$ cat src/rtl/shot_pkg.sv
`default_nettype none
// ============================================================================
//  Module      : shot_pkg
//  Description : Shared definitions for the shot event detector: data widths,
//                FSM state encoding, default thresholds (also consumed by the
//                game-logic block), the result record and small helpers.
//  Revision    : 1.0  initial release
// ============================================================================
package shot_pkg;

    localparam int FLICK_W = 16;
    localparam int MAG_W   = 17;
    localparam int LEN_W   = 8;
    localparam int CD_W    = 16;

    // FSM state encoding
    localparam logic [1:0] IDLE     = 2'd0;
    localparam logic [1:0] TRACK    = 2'd1;
    localparam logic [1:0] REPORT   = 2'd2;
    localparam logic [1:0] COOLDOWN = 2'd3;

    // Default thresholds, shared with the game/scoring logic
    localparam logic [MAG_W-1:0] TRIG_TH_DEF          = 17'd200;
    localparam logic [MAG_W-1:0] REL_TH_DEF           = 17'd100;
    localparam int               MIN_SAMPLES_DEF      = 3;
    localparam int               MAX_SAMPLES_DEF      = 64;
    localparam int               COOLDOWN_SAMPLES_DEF = 8;

    typedef struct packed {
        logic [FLICK_W-1:0] x_peak;
        logic [FLICK_W-1:0] y_peak;
        logic [MAG_W-1:0]   mag;
        logic [LEN_W-1:0]   len;
    } shot_result_t;

    // Unsigned max; on a tie the stored value (cur) is kept.
    function automatic logic [FLICK_W-1:0] max_flick(input logic [FLICK_W-1:0] cur,
                                                     input logic [FLICK_W-1:0] smp);
        return (smp > cur) ? smp : cur;
    endfunction

    // Combined magnitude; one extra bit makes overflow impossible.
    function automatic logic [MAG_W-1:0] mag_sum(input logic [FLICK_W-1:0] x,
                                                 input logic [FLICK_W-1:0] y);
        return {1'b0, x} + {1'b0, y};
    endfunction

endpackage
`default_nettype wire

$ cat src/rtl/xy_pair_sync.sv
`default_nettype none
// ============================================================================
//  Module      : xy_pair_sync
//  Description : Latches the X flick sample and pairs it with the next Y
//                sample, producing a one-cycle pair_stb the cycle after the
//                pairing Y strobe.
//  Ports       : clk, rst         - clock, synchronous active-high reset
//                x_valid, x_flick - X sample strobe and value
//                y_valid, y_flick - Y sample strobe and value
//                pair_stb         - one-cycle strobe, pair_x/pair_y valid
//                pair_x, pair_y   - latched sample pair
//  Revision    : 1.0  initial release
// ============================================================================
module xy_pair_sync
    import shot_pkg::*;
(
    input  logic               clk,
    input  logic               rst,
    input  logic               x_valid,
    input  logic [FLICK_W-1:0] x_flick,
    input  logic               y_valid,
    input  logic [FLICK_W-1:0] y_flick,
    output logic               pair_stb,
    output logic [FLICK_W-1:0] pair_x,
    output logic [FLICK_W-1:0] pair_y
);

    logic [FLICK_W-1:0] r_x_lat;
    logic [FLICK_W-1:0] r_y_lat;
    logic               r_x_have;
    logic               r_pair_stb;

    always_ff @(posedge clk) begin
        if (rst) begin
            r_x_lat    <= '0;
            r_y_lat    <= '0;
            r_x_have   <= 1'b0;
            r_pair_stb <= 1'b0;
        end else begin
            r_pair_stb <= 1'b0;
            // A repeated X before its Y simply overwrites the latch.
            if (x_valid) begin
                r_x_lat <= x_flick;
            end
            if (y_valid && (x_valid || r_x_have)) begin
                r_y_lat    <= y_flick;
                r_pair_stb <= 1'b1;
                r_x_have   <= 1'b0;
            end else if (x_valid) begin
                r_x_have <= 1'b1;
            end
            // A Y with no pending X falls through and is dropped.
        end
    end

    assign pair_stb = r_pair_stb;
    assign pair_x   = r_x_lat;
    assign pair_y   = r_y_lat;

endmodule
`default_nettype wire

$ cat src/rtl/shot_event_detect.sv
`default_nettype none
// ============================================================================
//  Module      : shot_event_detect
//  Description : Tracks a flick shot from trigger to release on paired X/Y
//                samples and reports one event per physical flick: per-axis
//                peaks, combined peak magnitude and length, followed by a
//                cooldown lockout.
//  Ports       : clk, rst          - clock, synchronous active-high reset
//                arm               - detector enable (level)
//                x_valid/x_flick   - X sample strobe / magnitude
//                y_valid/y_flick   - Y sample strobe / magnitude
//                shot_valid        - one-cycle pulse, new result on outputs
//                shot_aborted      - one-cycle pulse, burst discarded
//                shot_x_peak/_y_peak/_mag/_len - held result of last shot
//                busy              - high in TRACK, REPORT or COOLDOWN
//  Revision    : 1.0  initial release
// ============================================================================
module shot_event_detect
    import shot_pkg::*;
#(
    parameter logic [MAG_W-1:0] TRIG_TH          = TRIG_TH_DEF,
    parameter logic [MAG_W-1:0] REL_TH           = REL_TH_DEF,
    parameter int               MIN_SAMPLES      = MIN_SAMPLES_DEF,
    parameter int               MAX_SAMPLES      = MAX_SAMPLES_DEF,
    parameter int               COOLDOWN_SAMPLES = COOLDOWN_SAMPLES_DEF
) (
    input  logic               clk,
    input  logic               rst,
    input  logic               arm,
    input  logic               x_valid,
    input  logic [FLICK_W-1:0] x_flick,
    input  logic               y_valid,
    input  logic [FLICK_W-1:0] y_flick,
    output logic               shot_valid,
    output logic               shot_aborted,
    output logic [FLICK_W-1:0] shot_x_peak,
    output logic [FLICK_W-1:0] shot_y_peak,
    output logic [MAG_W-1:0]   shot_mag,
    output logic [LEN_W-1:0]   shot_len,
    output logic               busy
);

    localparam logic [LEN_W-1:0] c_min_len = LEN_W'(MIN_SAMPLES);
    localparam logic [LEN_W-1:0] c_max_len = LEN_W'(MAX_SAMPLES);
    localparam logic [CD_W-1:0]  c_cd_end  = CD_W'(COOLDOWN_SAMPLES);

    logic               w_pair_stb;
    logic [FLICK_W-1:0] w_pair_x;
    logic [FLICK_W-1:0] w_pair_y;

    xy_pair_sync u_pair (
        .clk      (clk),
        .rst      (rst),
        .x_valid  (x_valid),
        .x_flick  (x_flick),
        .y_valid  (y_valid),
        .y_flick  (y_flick),
        .pair_stb (w_pair_stb),
        .pair_x   (w_pair_x),
        .pair_y   (w_pair_y)
    );

    logic [1:0]         r_state;
    logic [FLICK_W-1:0] r_x_pk;
    logic [FLICK_W-1:0] r_y_pk;
    logic [MAG_W-1:0]   r_mag_pk;
    logic [LEN_W-1:0]   r_len;
    logic [CD_W-1:0]    r_cd_cnt;
    logic               r_aborted;
    shot_result_t       r_result;

    logic [MAG_W-1:0]   w_m;
    logic [FLICK_W-1:0] w_x_fold;
    logic [FLICK_W-1:0] w_y_fold;
    logic [MAG_W-1:0]   w_mag_fold;
    logic [LEN_W-1:0]   w_len_inc;
    logic [CD_W-1:0]    w_cd_inc;

    assign w_m        = mag_sum(w_pair_x, w_pair_y);
    assign w_x_fold   = max_flick(r_x_pk, w_pair_x);
    assign w_y_fold   = max_flick(r_y_pk, w_pair_y);
    assign w_mag_fold = (w_m > r_mag_pk) ? w_m : r_mag_pk;
    assign w_len_inc  = r_len + 1'b1;
    assign w_cd_inc   = r_cd_cnt + 1'b1;

    always_ff @(posedge clk) begin
        if (rst) begin
            r_state   <= IDLE;
            r_x_pk    <= '0;
            r_y_pk    <= '0;
            r_mag_pk  <= '0;
            r_len     <= '0;
            r_cd_cnt  <= '0;
            r_aborted <= 1'b0;
            r_result  <= '0;
        end else begin
            r_aborted <= 1'b0;
            case (r_state)
                IDLE: begin
                    if (w_pair_stb && arm && (w_m >= TRIG_TH)) begin
                        r_x_pk   <= w_pair_x;
                        r_y_pk   <= w_pair_y;
                        r_mag_pk <= w_m;
                        r_len    <= LEN_W'(1);
                        // A one-sample maximum reports the trigger sample itself.
                        if (c_max_len == LEN_W'(1)) begin
                            r_state  <= REPORT;
                            r_result <= '{x_peak: w_pair_x, y_peak: w_pair_y,
                                          mag: w_m, len: LEN_W'(1)};
                        end else begin
                            r_state <= TRACK;
                        end
                    end
                end
                TRACK: begin
                    // Disarm wins over a same-cycle sample.
                    if (!arm) begin
                        r_state   <= IDLE;
                        r_aborted <= 1'b1;
                    end else if (w_pair_stb) begin
                        if (w_m < REL_TH) begin
                            // Release sample is not part of the shot.
                            if (r_len >= c_min_len) begin
                                r_state  <= REPORT;
                                r_result <= '{x_peak: r_x_pk, y_peak: r_y_pk,
                                              mag: r_mag_pk, len: r_len};
                            end else begin
                                r_state   <= IDLE;
                                r_aborted <= 1'b1;
                            end
                        end else begin
                            r_x_pk   <= w_x_fold;
                            r_y_pk   <= w_y_fold;
                            r_mag_pk <= w_mag_fold;
                            r_len    <= w_len_inc;
                            if (w_len_inc == c_max_len) begin
                                r_state  <= REPORT;
                                r_result <= '{x_peak: w_x_fold, y_peak: w_y_fold,
                                              mag: w_mag_fold, len: w_len_inc};
                            end
                        end
                    end
                end
                REPORT: begin
                    r_state  <= COOLDOWN;
                    r_cd_cnt <= '0;
                end
                COOLDOWN: begin
                    if (w_pair_stb) begin
                        r_cd_cnt <= w_cd_inc;
                        if (w_cd_inc == c_cd_end) begin
                            r_state <= IDLE;
                        end
                    end
                end
                default: begin
                    r_state <= IDLE;
                end
            endcase
        end
    end

    // Result registers are written on the edge entering REPORT, so they are
    // already valid during the shot_valid cycle.
    assign shot_valid   = (r_state == REPORT);
    assign shot_aborted = r_aborted;
    assign shot_x_peak  = r_result.x_peak;
    assign shot_y_peak  = r_result.y_peak;
    assign shot_mag     = r_result.mag;
    assign shot_len     = r_result.len;
    assign busy         = (r_state != IDLE);

endmodule
`default_nettype wire

$ cat config.mk
export PLATFORM = sky130hd
export DESIGN_NAME = shot_event_detect
export DESIGN_NICKNAME = d
export VERILOG_FILES = /design/src/rtl/shot_pkg.sv /design/src/rtl/xy_pair_sync.sv /design/src/rtl/shot_event_detect.sv
export SDC_FILE = /design/constraint.sdc
export NUM_CORES = 1
export LEC_CHECK = 0
export CORE_MARGIN = 4
export CORE_UTILIZATION = 50
export DETAILED_ROUTE_END_ITERATION = 8
export MAX_ROUTING_LAYER = met4
export PLACE_DENSITY = 0.8
export SYNTH_ARGS = -nofsm -noshare
export SYNTH_HDL_FRONTEND = slang
export SYNTH_SLANG_ARGS = --single-unit
$ cat constraint.sdc
create_clock -name clk -period 6.3 [get_ports clk]
set_clock_uncertainty 0.2 [all_clocks]
set_input_delay 1.575 -clock clk [delete_from_list [all_inputs] [get_ports clk]]
set_output_delay 1.575 -clock clk [all_outputs]
set_load 0.03 [all_outputs]
**Yosys cells after proc, flatten, opt, wreduce, memory -nomap -nowiden**

Index checks and enable logic that the tools add are counted.
Widths: inputs -> output; s select.

- Equality and inequality tests: 14
- Reduce and logical (&&, ||, !) cells: 15
- Bitwise gates (word level): 1
- Add/sub/neg operators: 3
- Magnitude comparators: 6
- Muxes and demuxes: 42

Operators with widths:

| cell | count |
|---|---|
| $mux 16 | 11 |
| $mux 57 | 3 |
| $pmux 16 s2 | 3 |
| $mux 17 | 5 |
| $pmux 17 s2 | 1 |
| $gt 16x16->1 | 2 |
| $mux 8 | 4 |
| $add 16x16->17 | 1 |
| $ge 17x8->1 const B | 1 |
| $gt 17x17->1 | 1 |
| $lt 17x7->1 const B | 1 |
| $add 16x1->16 const B | 1 |
| $eq 16x4->1 const B | 1 |
| $mux 2 | 8 |
| $pmux 8 s2 | 1 |
| $reduce_and 5->1 | 3 |
| $add 8x1->8 const B | 1 |
| $eq 8x7->1 const B | 1 |
| $ge 8x2->1 const B | 1 |
| $ne 2x2->1 const B | 4 |
| $pmux 2 s4 | 1 |
| $reduce_bool 2->1 | 4 |
| $ne 2x1->1 const B | 3 |
| $mux 1 | 5 |
| other kinds (10) | 14 |

- Output and inout bits: 60
- Bits of input ports: 37
- Logic and storage cells: 96
- Register bits: 167

**Logic depth before layout (Yosys ltp)**

Gate-level depths: netlist of run 1.

- Word-level depth: 7
- Mapped depth: 20
- Mapped depth without buffers: 19

**Hierarchy**

A second synthesis of run 1 with hierarchy kept.

- Cells, all modules: 1182
- Area total of the unflattened synthesis: 9780.6 sq um

By module, submodules not included:

| module | area each (sq um) | seq. area each (sq um) | instances | cells each |
|---|---|---|---|---|
| shot_event_detect | 8425.6 | 2662.6 | 1 | 1055 |
| xy_pair_sync | 1355.0 | 680.7 | 1 | 127 |

**Least setup slack after synthesis of run 1**

No wires, ideal clock.

- Path kind: register -> register
- From: reg u_pair.r_y_lat[0] (netlist: u_pair.pair_y[0])
- To: reg r_mag_pk[8]
- Library setup time: 128 ps
- Path buffers: 1
- Arrival time: 4241 ps
- Slack: 1731 ps
- Required time: 5972 ps
- Clock period less this slack: 4569 ps
- Cell stages (with the launch flop): 21
- Cells stage by stage: dfxtp_1 -> ha_1 -> inv_1 -> fa_1 -> nor2b_1 -> o2111ai_1 -> a21boi_0 -> o21ai_0 -> and2_1 -> ha_1 -> nand3_1 -> nor3_1 -> o31ai_1 -> o211ai_1 -> o2111ai_1 -> a221oi_1 -> o32ai_1 -> a21oi_2 -> buf_2 -> mux2i_1 -> nor2_1

- Longest elaborated chain between the ends: 7
- Elaborated cells on any way between the ends: 14
- Classes of those cells: add/sub: 1; order compare: 3; eq/ne: 2; mux: 6; reduce/logical: 2

Ends and longest elaborated chain:

| what | line | RTL |
|---|---|---|
| from (decl) | xy_pair_sync.sv:29 | `logic [FLICK_W-1:0] r_y_lat;` |
| from (signal assigned) | xy_pair_sync.sv:46 | `r_y_lat <= y_flick;` |
| $add 16x16->17 * | shot_pkg.sv:45 | `return {1'b0, x} + {1'b0, y};` |
| $gt 17x17->1 | shot_event_detect.sv:82 | `assign w_mag_fold = (w_m > r_mag_pk) ? w_m : r_mag_pk;` |
| $mux 17 | shot_event_detect.sv:82 |  |
| $mux 17 | shot_event_detect.sv:121 | `if (w_m < REL_TH) begin` |
| $mux 17 | shot_event_detect.sv:120 | `end else if (w_pair_stb) begin` |
| $mux 17 | shot_event_detect.sv:117 | `if (!arm) begin` |
| $pmux 17 s2 | shot_event_detect.sv:98 | `case (r_state)` |
| to (signal assigned) | shot_event_detect.sv:103 | `r_mag_pk <= w_m;` |
| to (signal assigned) | shot_event_detect.sv:134 | `r_mag_pk <= w_mag_fold;` |
| to (decl) | shot_event_detect.sv:66 | `logic [MAG_W-1:0] r_mag_pk;` |

Every way passes the cells marked *; elsewhere a longest branch is shown, timed or not. The select of a mux whose other input is x is not followed.
A chain may end at the register's enable or synchronous reset.

**Final worst setup path of run 1**

- From: reg u_pair.r_x_lat[0] (netlist: u_pair.pair_x[0])
- To: reg r_result (netlist bit shot_mag[4])

- Longest elaborated chain between the ends: 5
- Elaborated cells on any way between the ends: 9
- Classes of those cells: add/sub: 1; order compare: 2; eq/ne: 1; mux: 3; reduce/logical: 2

Ends and longest elaborated chain:

| what | line | RTL |
|---|---|---|
| from (decl) | xy_pair_sync.sv:28 | `logic [FLICK_W-1:0] r_x_lat;` |
| from (signal assigned) | xy_pair_sync.sv:43 | `r_x_lat <= x_flick;` |
| $add 16x16->17 * | shot_pkg.sv:45 |  |
| $gt 17x17->1 | shot_event_detect.sv:82 |  |
| $mux 17 | shot_event_detect.sv:82 |  |
| $mux 57 | shot_event_detect.sv:136 | `if (w_len_inc == c_max_len) begin` |
| $mux 57 | shot_event_detect.sv:121 |  |
| to (signal assigned) | shot_event_detect.sv:108 | `r_result <= '{x_peak: w_pair_x, y_peak: w_pair_y,` |
| to (signal assigned) | shot_event_detect.sv:125 | `r_result <= '{x_peak: r_x_pk, y_peak: r_y_pk,` |
| to (signal assigned) | shot_event_detect.sv:138 | `r_result <= '{x_peak: w_x_fold, y_peak: w_y_fold,` |
| to (decl) | shot_event_detect.sv:70 | `shot_result_t r_result;` |

Marked as above.

==> results of run 1 <==
registers in the layout, summed over array words and instances, names as in the netlist, named ones only:
signal / flops
shot_x_peak: 16
r_mag_pk: 17
r_cd_cnt: 16
shot_len: 8
r_len: 8
r_x_pk: 16
u_pair.r_x_have: 1
u_pair.pair_stb: 1
r_state: 1
shot_aborted: 1
shot_mag: 17
u_pair.pair_y: 16
u_pair.pair_x: 16
shot_y_peak: 16
r_y_pk: 16
cell usage after synthesis (17+ instances only):
cell type / number / area (um2)
mux2i_1: 104 / 1040
dfxtp_1: 167 / 3340
nand2b_1: 17 / 106
nor2_1: 163 / 612
a22o_1: 19 / 166
a21oi_1: 49 / 245
o21ai_0: 36 / 180
nor2b_1: 18 / 113
a211oi_1: 39 / 293
inv_1: 59 / 221
ha_1: 64 / 801
nand3_1: 27 / 135
nand2_1: 45 / 169
clkbuf_1: 38 / 143
through the flow:
stage	cells	total power [mW]	setup WS [ns]	instance area, um2
6_report	1396	2.55	1.03	11100
3_5_place_dp	1364	1.55	1.11	10600
3_3_place_gp	1364	1.54	1.34	10600
4_1_cts	1396	2.56	1.03	11100
2_1_floorplan	1084	1.43	1.73	9530
5_1_grt	1396	2.65	0.556	11100
cells by family (layout without fill, tap and decap cells):
family                     Yosys count  in the layout  synth area share
and+or+nand+nor                    347            347             0.173
AOI/OAI and AO/OA                  261            261             0.207
buffers and inverters              122            200            0.0570
adders and majority gates           65             65            0.0862
xor gates and xnor gates            18             18            0.0165
DFF                                167            167             0.351
muxes                              104            104             0.109
where the power goes:
part	total [mW]	switching, mW	internal [mW]
Combinational	0.430	0.249	0.181
Clock	1.02	0.479	0.537
Sequential	1.10	0.0306	1.07
Total	2.55	0.759	1.79
placed cells by master, fill, tap and decap left out, types with 4 or more instances in the layout:
master           netlist  layout
xnor2_1               14      14
nor4_1                 4       4
o211ai_1               8       8
nor2_1               163     163
nand4_1               13      13
o21ai_0               36      35
o2111ai_1              4       4
nand2_1               45      45
clkdlybuf4s50_1        0      95
or3_1                  7       7
inv_6                  0       5
a31oi_1               10      10
xor2_1                 4       4
and3_1                12      12
a21boi_0               8       8
mux2i_1              104     104
and2_1                 5       5
a311oi_2               7       7
a21o_1                14      14
nand2b_1              17      17
o31ai_1                4       4
a211oi_1              39      39
a22o_1                19      19
dfxtp_1              167     167
a21oi_1               49      49
o22ai_1                5       5
buf_4                  5      12
clkinvlp_4             0       4
clkbuf_16              0      17
nor3_1                14      14
a211oi_2              13      13
inv_1                 59      59
nor2b_1               18      18
nand3_1               27      27
ha_1                  64      64
path summary, 6_finish.rpt:
path | start | to | slack (ns) | cells past startpoint
worst max register to register | u_pair.pair_x[0]$_SDFFE_PP0P_ | shot_mag[4]$_SDFFE_PP0P_ | 1.03 | 19
worst min register to register | u_pair.r_x_have$_SDFFE_PP0P_ | u_pair.r_x_have$_SDFFE_PP0P_ | 0.26 | 1
worst min-delay path | u_pair.r_x_have$_SDFFE_PP0P_ | u_pair.r_x_have$_SDFFE_PP0P_ | 0.26 | 1
worst max-delay path | u_pair.pair_x[0]$_SDFFE_PP0P_ | shot_mag[4]$_SDFFE_PP0P_ | 1.03 | 19
layout make-up:
| cell class | instances | share of cell area |
|---|---|---|
| Multi-Input combinational cell | 795 | 0.507 |
| Sequential cell | 167 | 0.300 |
| Timing Repair Buffer | 108 | 0.0953 |
| Clock buffer | 19 | 0.0407 |
| Tap cell | 234 | 0.0263 |
| Inverter | 60 | 0.0202 |
| Clock inverter | 13 | 0.00989 |
worst max-delay path, delay by kind of cell (launching register included):
family	cells	cell delay [ns]
AOI/OAI and AO/OA	9	1.70
muxes	1	0.29
DFF	1	0.44
adders and majority gates	3	0.89
and+or+nand+nor	5	1.53
buffers and inverters	1	0.05
routing by layer:
metal / vias up / wire [um] / global-route usage
met5: - / 0 / -
met4: 0 / 613 / 0.0771
met3: 45 / 1130 / 0.0385
met2: 238 / 10600 / 0.349
met1: 3839 / 10800 / 0.298
li1: 4060 / - / -
==> metrics.txt, run 1 <==
worst-path fanout max 15; outcome complete, no violations; vias between 8,000 and 9,000; VDD IR max around 0.19 mV; syn avg cell area about 8.8 um2; Yosys reg bits between 150 and 200; initial core utilization 0.509; FF+latch area 0.00334 mm2; CTS root buffer clkbuf_16; Filler cells ~1,600; Leakage roughly 4.4 nW; Slowest cell on crit path nor2_2; clock sinks between 150 and 200; die footprint 0.0213 mm2; worst slew pin tran ~1.2 ns; DP HPWL 16.1 mm; GRT overflow 0; n_diodes 0; # DRC 0; Distinct cells, synth between 70 and 80; I/O pins a little under 100; max-slew violation count 0; fraction of layout cells with a size suffix above 1 0.0731; first-pass GRT wire length 39.0 mm; Mapped Nets 1,186; TritonCTS Buffers 17; P&R area growth vs syn 16.9%; Mapped Cells around 1,100; Total GRT Usage 0.224; CTS Buffer Depth 2; Cell Rows 50; drt wl/cell 16.6 um; number of global-route vias before repair 7,728; Core Footprint ~0.019 mm2; final wirelength 23.1 mm; YS warnings 0; Max Freq about 190 MHz; cells along the critical path ha_1 -> inv_1 -> fa_1 -> nor2b_1 -> o2111ai_1 -> a21boi_0 -> o21ai_0 -> and2_1 -> ha_1 -> nand3_1 -> nor3_1 -> o31ai_1 -> o211ai_1 -> o2111ai_1 -> a221oi_1 -> o32ai_1 -> nor2_2 -> mux2i_1 -> a211oi_1; largest net degree at the start of global routing slightly above 100; crit path kind flop to flop; post-synthesis instance area approximately 0.0095 mm2; Port Buf Inserts 96; Setup Viol. Count Final 0; crit path DAT approximately 5.4 ns; RSZ-0062 raised after global routing false; Die Ht between 100 and 150 um; Die W approximately 150 um; CP endpoint kind flop; initial antenna violation count 0; CTS H-tree lvls 4; PostCTS Resize Cnt 0; Hold Crit Class flop to flop; Worst-Skew Late Latency ~0.44 ns; Min Clock Period, post-route 5.27 ns; Finished Core Util 0.595; Final GP Congestion between 0.9 and 1; Final ANT Viol Nets 0; Hold-fix buffers, CTS 0; Fin Hold WS 0.257 ns; clock transition at the registers of the reported paths ~0.07 ns; CP Launch Type flop; PD cells 229 mW/mm2; CTS tree built; first-iteration detailed-routing DRC count a little under 600; Rel. slew slack 0.208; CP peak stage delay around 0.75 ns; fraction of registers with async set/reset 0; post-CTS setup buffers 0; final hold vios 0; Post-synth EDFFs 0; Vias per Instance roughly 5.9; final worst path period share 0.837; total of max-cap violations 0; Seq/Total Area, Yosys 0.351; Nets ~1,300; required time worst endpoint between 6 and 7 ns; final setup TNS 0 ns; Initial DRT Pass Iterations 6; footprint of the multi-input gates 0.00565 mm2; ys flop type dfxtp_1
Power figures use the tool's default switching activity.
==> inputs of run 2 (changes only) <==
Settings changed: PLACE_DENSITY 0.8 to 0.82.
Clock period 6.3 ns to 4.7 ns, I/O delays scaled along.
==> metrics.txt, run 2 (synthesis results as in run 1) <==
worst hold path cell count 1 (unchanged); Vias per Instance 5.83 (was 5.86); GRT overflow 0 (unchanged); number of global-route vias before repair 7,761 (was 7,728); first-iteration detailed-routing DRC count 651 (was 594); CP Launch Type flop (unchanged); Die Ht 146 um (unchanged); CP peak stage delay 0.41 ns (was 0.75 ns); Min Clock Period, post-route 4.50 ns (was 5.27 ns); initial core utilization 0.509 (unchanged); Max Freq 222 MHz (was 190 MHz); Leakage 4.61 nW (was 4.42 nW); P&R area growth vs syn 21.0% (was 16.9%); Final ANT Viol Nets 0 (unchanged); required time worst endpoint 4.79 ns (was 6.38 ns); Rel. slew slack 0.403 (was 0.208); worst-path fanout max 15 (unchanged); worst slew pin tran 0.888 ns (was 1.19 ns); Initial DRT Pass Iterations 5 (was 6); Setup Viol. Count Final 0 (unchanged); Clk pwr share 0.410 (was 0.398); # DRC 0 (unchanged); commonest non-fill, non-tap cells in the layout dfxtp_1, nor2_1, mux2i_1 (unchanged); commonest non-fill, non-tap cell in the layout dfxtp_1 (unchanged); n_diodes 0 (unchanged); Int Power 2.62 mW (was 1.79 mW); drt wl/cell 16.7 um (was 16.6 um); Core Footprint 0.0187 mm2 (unchanged); CTS Buffer Depth 2 (unchanged); worst path bufs/invs 2 (was 1); first-pass GRT wire length 38.8 mm (was 39.0 mm); final setup TNS 0 ns (unchanged); vias 8,277 (was 8,182); Sw Share 0.277 (was 0.298); DP HPWL 16.7 mm (was 16.1 mm); Filler cells 1,534 (was 1,615); TritonCTS Buffers 17 (unchanged); VDD IR max 0.264 mV (was 0.190 mV); final worst path period share 0.957 (was 0.837); die footprint 0.0213 mm2 (unchanged); total of max-cap violations 0 (unchanged); Seq pwr share 0.410 (was 0.433); crit path DAT 4.58 ns (was 5.35 ns); sw power 999 uW (was 759 uW); largest net degree at the start of global routing 60 (was 103); Die W 146 um (unchanged); Slowest cell on crit path a221oi_2 (was nor2_2); Cell Rows 50 (unchanged); CTS H-tree lvls 4 (unchanged); fraction of layout cells with a size suffix above 1 0.104 (was 0.0731); crit path kind flop to flop (unchanged); Total GRT Usage 0.224 (about the same); clock sinks 167 (unchanged); Hold-fix buffers, CTS 0 (unchanged); outcome complete, no violations (unchanged); R2R cell count 20 (was 19); CP endpoint kind flop (unchanged); Worst-Skew Late Latency 0.43 ns (was 0.44 ns); CTS tree built (unchanged); Nets 1,274 (was 1,251); cells along the critical path ha_1 -> inv_1 -> fa_1 -> nor2b_2 -> o2111a_2 -> o211ai_1 -> a22oi_1 -> and2_4 -> ha_1 -> nand3_1 -> nor3_2 -> o31ai_1 -> o211ai_1 -> o2111ai_1 -> a221oi_2 -> o32ai_4 -> nor2_2 -> buf_12 -> mux2i_1 -> a211oi_2 (was ha_1 -> inv_1 -> fa_1 -> nor2b_1 -> o2111ai_1 -> a21boi_0 -> o21ai_0 -> and2_1 -> ha_1 -> nand3_1 -> nor3_1 -> o31ai_1 -> o211ai_1 -> o2111ai_1 -> a221oi_1 -> o32ai_1 -> nor2_2 -> mux2i_1 -> a211oi_1); Final GP Congestion 0.918 (was 0.913); Levels on crit path 20 (was 19); Fin Hold WS 0.253 ns (was 0.257 ns); Combinational Power Share 0.180 (was 0.169); clock transition at the registers of the reported paths 0.07 ns (about the same); initial antenna violation count 0 (unchanged); crit-path leading delay family compound AO/OA/AOI/OAI gates (unchanged); PD cells 313 mW/mm2 (was 229 mW/mm2); final wirelength 23.7 mm (was 23.1 mm); I/O pins 97 (unchanged); max-slew violation count 0 (unchanged); final hold vios 0 (unchanged); CTS root buffer clkbuf_16 (unchanged); Port Buf Inserts 96 (unchanged); Hold Crit Class flop to flop (unchanged)
## run 2: cell count changes in the layout (fill, tap and decap cells not counted), moves of 2 or more
cell,change
buf_4,+17
buf_12,+5
bufinv_16,+3
dfxtp_1,-3
clkinvlp_4,-2
dfxtp_2,+2
inv_8,-2
o21ai_1,-2
## run 2: power groups by stage
stage | combinational (mW) | clock, mW | sequential (mW)
6_report | 0.652 | 1.48 | 1.48
5_1_grt | 0.709 | 1.56 | 1.48
4_1_cts | 0.621 | 1.51 | 1.48
3_5_place_dp | 0.613 | 0 | 1.51
3_3_place_gp | 0.600 | 0 | 1.51
2_1_floorplan | 0.428 | 0 | 1.49
## run 2: cell type report
type / count / area, um2 / area share
flip-flops and latches: 167 / 3350 / 0.290
clock inverters: 12 / 163 / 0.0141
multi-input cells: 795 / 5720 / 0.496
clock buffers: 20 / 467 / 0.0405
repair buffers: 131 / 1310 / 0.114
well taps: 234 / 293 / 0.0254
inverters: 60 / 225 / 0.0195
## run 2: final timing paths
| kind | startpoint | to | slack [ns] |
|---|---|---|---|
| worst max register to register | u_pair.pair_x[0]$_SDFFE_PP0P_ | shot_mag[5]$_SDFFE_PP0P_ | 0.20 |
| worst min-delay path | u_pair.r_x_have$_SDFFE_PP0P_ | u_pair.r_x_have$_SDFFE_PP0P_ | 0.25 |
| worst min register to register | u_pair.r_x_have$_SDFFE_PP0P_ | u_pair.r_x_have$_SDFFE_PP0P_ | 0.25 |
| worst max-delay path | u_pair.pair_x[0]$_SDFFE_PP0P_ | shot_mag[5]$_SDFFE_PP0P_ | 0.20 |
## run 2: routing by layer
layer / part of all wire / vias up / global-route usage
met5: 0 / - / -
met4: 0.027 / 0 / 0.0776
met3: 0.057 / 45 / 0.0391
met2: 0.46 / 259 / 0.348
met1: 0.45 / 3871 / 0.296
li1: - / 4102 / -
## run 2: worst register-to-register path, stage by stage (launching register included)
cell and delay, ns:
dfxtp_4 0.38, ha_1 0.17, inv_1 0.05, fa_1 0.40, nor2b_2 0.19, o2111a_2 0.24
o211ai_1 0.09, a22oi_1 0.26, and2_4 0.21, ha_1 0.15, nand3_1 0.13, nor3_2 0.16
o31ai_1 0.10, o211ai_1 0.12, o2111ai_1 0.16, a221oi_2 0.42, o32ai_4 0.18, nor2_2 0.17
buf_12 0.18, mux2i_1 0.26, a211oi_2 0.10
## run 2: stage by stage
step	setup WS [ns]	power [mW]	cells	utilization	cell area (um2)
detailed placement	-0.0248	2.12	1384	0.576	10800
global route	-0.0299	3.75	1419	0.616	11500
finish	0.204	3.61	1419	0.616	11500
global placement	0.271	2.11	1384	0.576	10800
floorplan	0.131	1.92	1084	-	9530
CTS	0.0821	3.61	1416	0.611	11400
## run 2: timing repair
item	in CTS	in global routing
gates resized for setup	2	17
pin swaps	1	4
setup buffers	0	2
gates cloned	0	1
setup endpoints to repair	18	35
==> inputs of run 3 (changes only) <==
Settings changed: CAP_MARGIN set to 0, CORE_UTILIZATION 50 to 35, PLACE_DENSITY 0.82 to 0.63.
==> metrics.txt, run 3 (synthesis results as in run 1) <==
Final GP Congestion 0.856 (was 0.918); clock sinks 167 (unchanged); Port Buf Inserts 96 (unchanged); Hold Crit Endpoint u_pair.r_x_have$_SDFFE_PP0P_ (unchanged); Die W 173 um (was 146 um); Worst-Skew Late Latency 0.43 ns (about the same); Final ANT Viol Nets 0 (unchanged); Max Freq 224 MHz (was 222 MHz); CTS H-tree lvls 4 (unchanged); initial antenna violation count 0 (unchanged); total of max-cap violations 0 (unchanged); n_diodes 0 (unchanged); FF+latch area 0.00334 mm2 (was 0.00335 mm2); fraction of layout cells with a size suffix above 1 0.0999 (was 0.104); Total GRT Usage 0.170 (was 0.224); # DRC 0 (unchanged); final worst path period share 0.951 (was 0.957); TritonCTS Buffers 17 (unchanged); worst slew pin tran 0.736 ns (was 0.888 ns); Cell Rows 60 (was 50); cells along the critical path ha_1 -> inv_1 -> fa_2 -> nor2b_2 -> o2111ai_2 -> a21boi_1 -> o21ai_0 -> and2_1 -> ha_1 -> nand3_1 -> nor3_2 -> o31ai_1 -> o211ai_1 -> o2111ai_1 -> a221oi_2 -> o32ai_2 -> buf_4 -> nor2_2 -> buf_12 -> mux2i_2 -> a211oi_1 (was ha_1 -> inv_1 -> fa_1 -> nor2b_2 -> o2111a_2 -> o211ai_1 -> a22oi_1 -> and2_4 -> ha_1 -> nand3_1 -> nor3_2 -> o31ai_1 -> o211ai_1 -> o2111ai_1 -> a221oi_2 -> o32ai_4 -> nor2_2 -> buf_12 -> mux2i_1 -> a211oi_2); CTS tree built (unchanged); Slowest cell on crit path fa_2 (was a221oi_2); Hold-fix buffers, CTS 0 (unchanged); vias 8,067 (was 8,277); Inst Count DP 1,500 (was 1,384); die footprint 0.0299 mm2 (was 0.0213 mm2); CP endpoint kind flop (unchanged); Placement Setup Slack -0.0454 ns (was -0.0248 ns); Setup WS post-layout 0.230 ns (was 0.204 ns); Vias per Instance 5.27 (was 5.83); reg2reg end shot_mag[0]$_SDFFE_PP0P_ (was shot_mag[5]$_SDFFE_PP0P_); final std cells w/o fill 1,532 (was 1,419); crit path kind flop to flop (unchanged); worst hold path startpoint u_pair.r_x_have$_SDFFE_PP0P_ (unchanged); Pwr Total 3.58 mW (was 3.61 mW); Rel. slew slack 0.505 (was 0.403); final hold vios 0 (unchanged); footprint of the multi-input gates 0.00569 mm2 (was 0.00572 mm2); Setup Viol. Count Final 0 (unchanged); R2R setup slack 0.23 ns (was 0.20 ns); worst hold path cell count 1 (unchanged); first-pass GRT wire length 41.0 mm (was 38.8 mm); CTS root buffer clkbuf_16 (unchanged); R2R cell count 21 (was 20); Core Footprint 0.0269 mm2 (was 0.0187 mm2); number of global-route vias before repair 7,744 (was 7,761); Min Clock Period, post-route 4.47 ns (was 4.50 ns); CP peak stage delay 0.37 ns (was 0.41 ns); final wirelength 24.6 mm (was 23.7 mm); commonest non-fill, non-tap cell in the layout dfxtp_1 (unchanged); largest net degree at the start of global routing 59 (was 60); Initial DRT Pass Iterations 4 (was 5); Critical R2R Launch u_pair.pair_y[0]$_SDFFE_PP0P_ (was u_pair.pair_x[0]$_SDFFE_PP0P_); outcome complete, no violations (unchanged); Leakage 4.63 nW (was 4.61 nW); P&R area growth vs syn 22.2% (was 21.0%); Filler cells 2,673 (was 1,534); GRT overflow 0 (unchanged); Hold Crit Class flop to flop (unchanged); CP Launch Type flop (unchanged); DP HPWL 17.9 mm (was 16.7 mm); CTS Buffer Depth 2 (unchanged); Die Ht 173 um (was 146 um); required time worst endpoint 4.79 ns (about the same); crit path DAT 4.56 ns (was 4.58 ns); initial core utilization 0.354 (was 0.509); max-slew violation count 0 (unchanged); I/O pins 97 (unchanged); Crit path top cell by count ha_1; PD cells 307 mW/mm2 (was 313 mW/mm2); drt wl/cell 16.0 um (was 16.7 um); VDD IR max 0.186 mV (was 0.264 mV); Nets 1,281 (was 1,274); worst-path fanout max 15 (unchanged); clock transition at the registers of the reported paths 0.07 ns (about the same); commonest non-fill, non-tap cells in the layout dfxtp_1, nor2_1, mux2i_1 (unchanged); first-iteration detailed-routing DRC count 521 (was 651)
==> run 3: cell count changes in the layout (fill, tap and decap cells not counted), moves of 2 or more <==
cell and change:
clkbuf_8 -2, dfxtp_2 -2, buf_4 +7, inv_6 -2
clkbuf_1 +3, clkinvlp_4 -2, dfxtp_1 +3
==> run 3: critical path, delay by kind of cell, from the launching register on <==
kind	cells	cell delay (ns)
buffers and inverters	3	0.42
flip-flops	1	0.35
AO/OA/AOI/OAI	9	1.47
multiplexers	1	0.24
adder cells (fa/ha/maj)	3	0.85
AND/OR/NAND/NOR	5	0.81
==> run 3: metrics by stage <==
stage	utilization	hold WS, ns	TNS, ns	instance area [um2]
floorplan	-	0.222	0	9530
global placement	0.409	0.235	0	11000
detailed placement	0.409	0.241	-0.0686	11000
CTS	0.432	0.257	0	11600
global route	0.433	0.271	-0.0186	11600
finish	0.433	0.262	0	11600
==> run 3: layout make-up <==
| type | count | area share |
|---|---|---|
| multi-input cells | 795 | 0.489 |
| flip-flops and latches | 167 | 0.287 |
| repair buffers | 138 | 0.117 |
| clock buffers | 21 | 0.0387 |
| well taps | 341 | 0.0367 |
| inverters | 60 | 0.0194 |
| clock inverters | 10 | 0.0124 |
==> run 3: worst max-delay path by stage <==
| stage | startpoint | to | slack, ns | cells after the start |
|---|---|---|---|---|
| 2_1_floorplan | u_pair.pair_y[0]$_SDFFE_PP0P_ | r_mag_pk[8]$_SDFFE_PP0P_ | 0.13 | 20 |
| 3_3_place_gp | u_pair.pair_y[0]$_SDFFE_PP0P_ | shot_mag[13]$_SDFFE_PP0P_ | 0.23 | 21 |
| 3_5_place_dp | u_pair.pair_x[0]$_SDFFE_PP0P_ | shot_mag[0]$_SDFFE_PP0P_ | -0.05 | 21 |
| 4_1_cts | u_pair.pair_x[0]$_SDFFE_PP0P_ | shot_mag[0]$_SDFFE_PP0P_ | 0.05 | 21 |
| 5_1_grt | u_pair.pair_x[0]$_SDFFE_PP0P_ | shot_mag[0]$_SDFFE_PP0P_ | -0.01 | 21 |
| 6_report | u_pair.pair_y[0]$_SDFFE_PP0P_ | shot_mag[0]$_SDFFE_PP0P_ | 0.23 | 21 |
==> run 3: metal layers <==
layer	track usage	share of wire	up-vias
met1	0.233	0.51	3796
li1	-	-	4113
met3	0.0262	0.028	22
met4	0.0476	0.018	0
met2	0.260	0.44	136
met5	-	0	-
==> run 3: power by group <==
part | total, mW | switching [mW] | internal (mW)
sequential | 1.48 | 0.0363 | 1.44
clock | 1.45 | 0.598 | 0.852
combinational | 0.649 | 0.360 | 0.289
==> run 3: timing repair <==
item	CTS	global route
pin swaps	0	4
buffers inserted	0	1
endpoints found under the hold margin	0	0
setup endpoints to repair	19	37
gates resized for setup	2	8
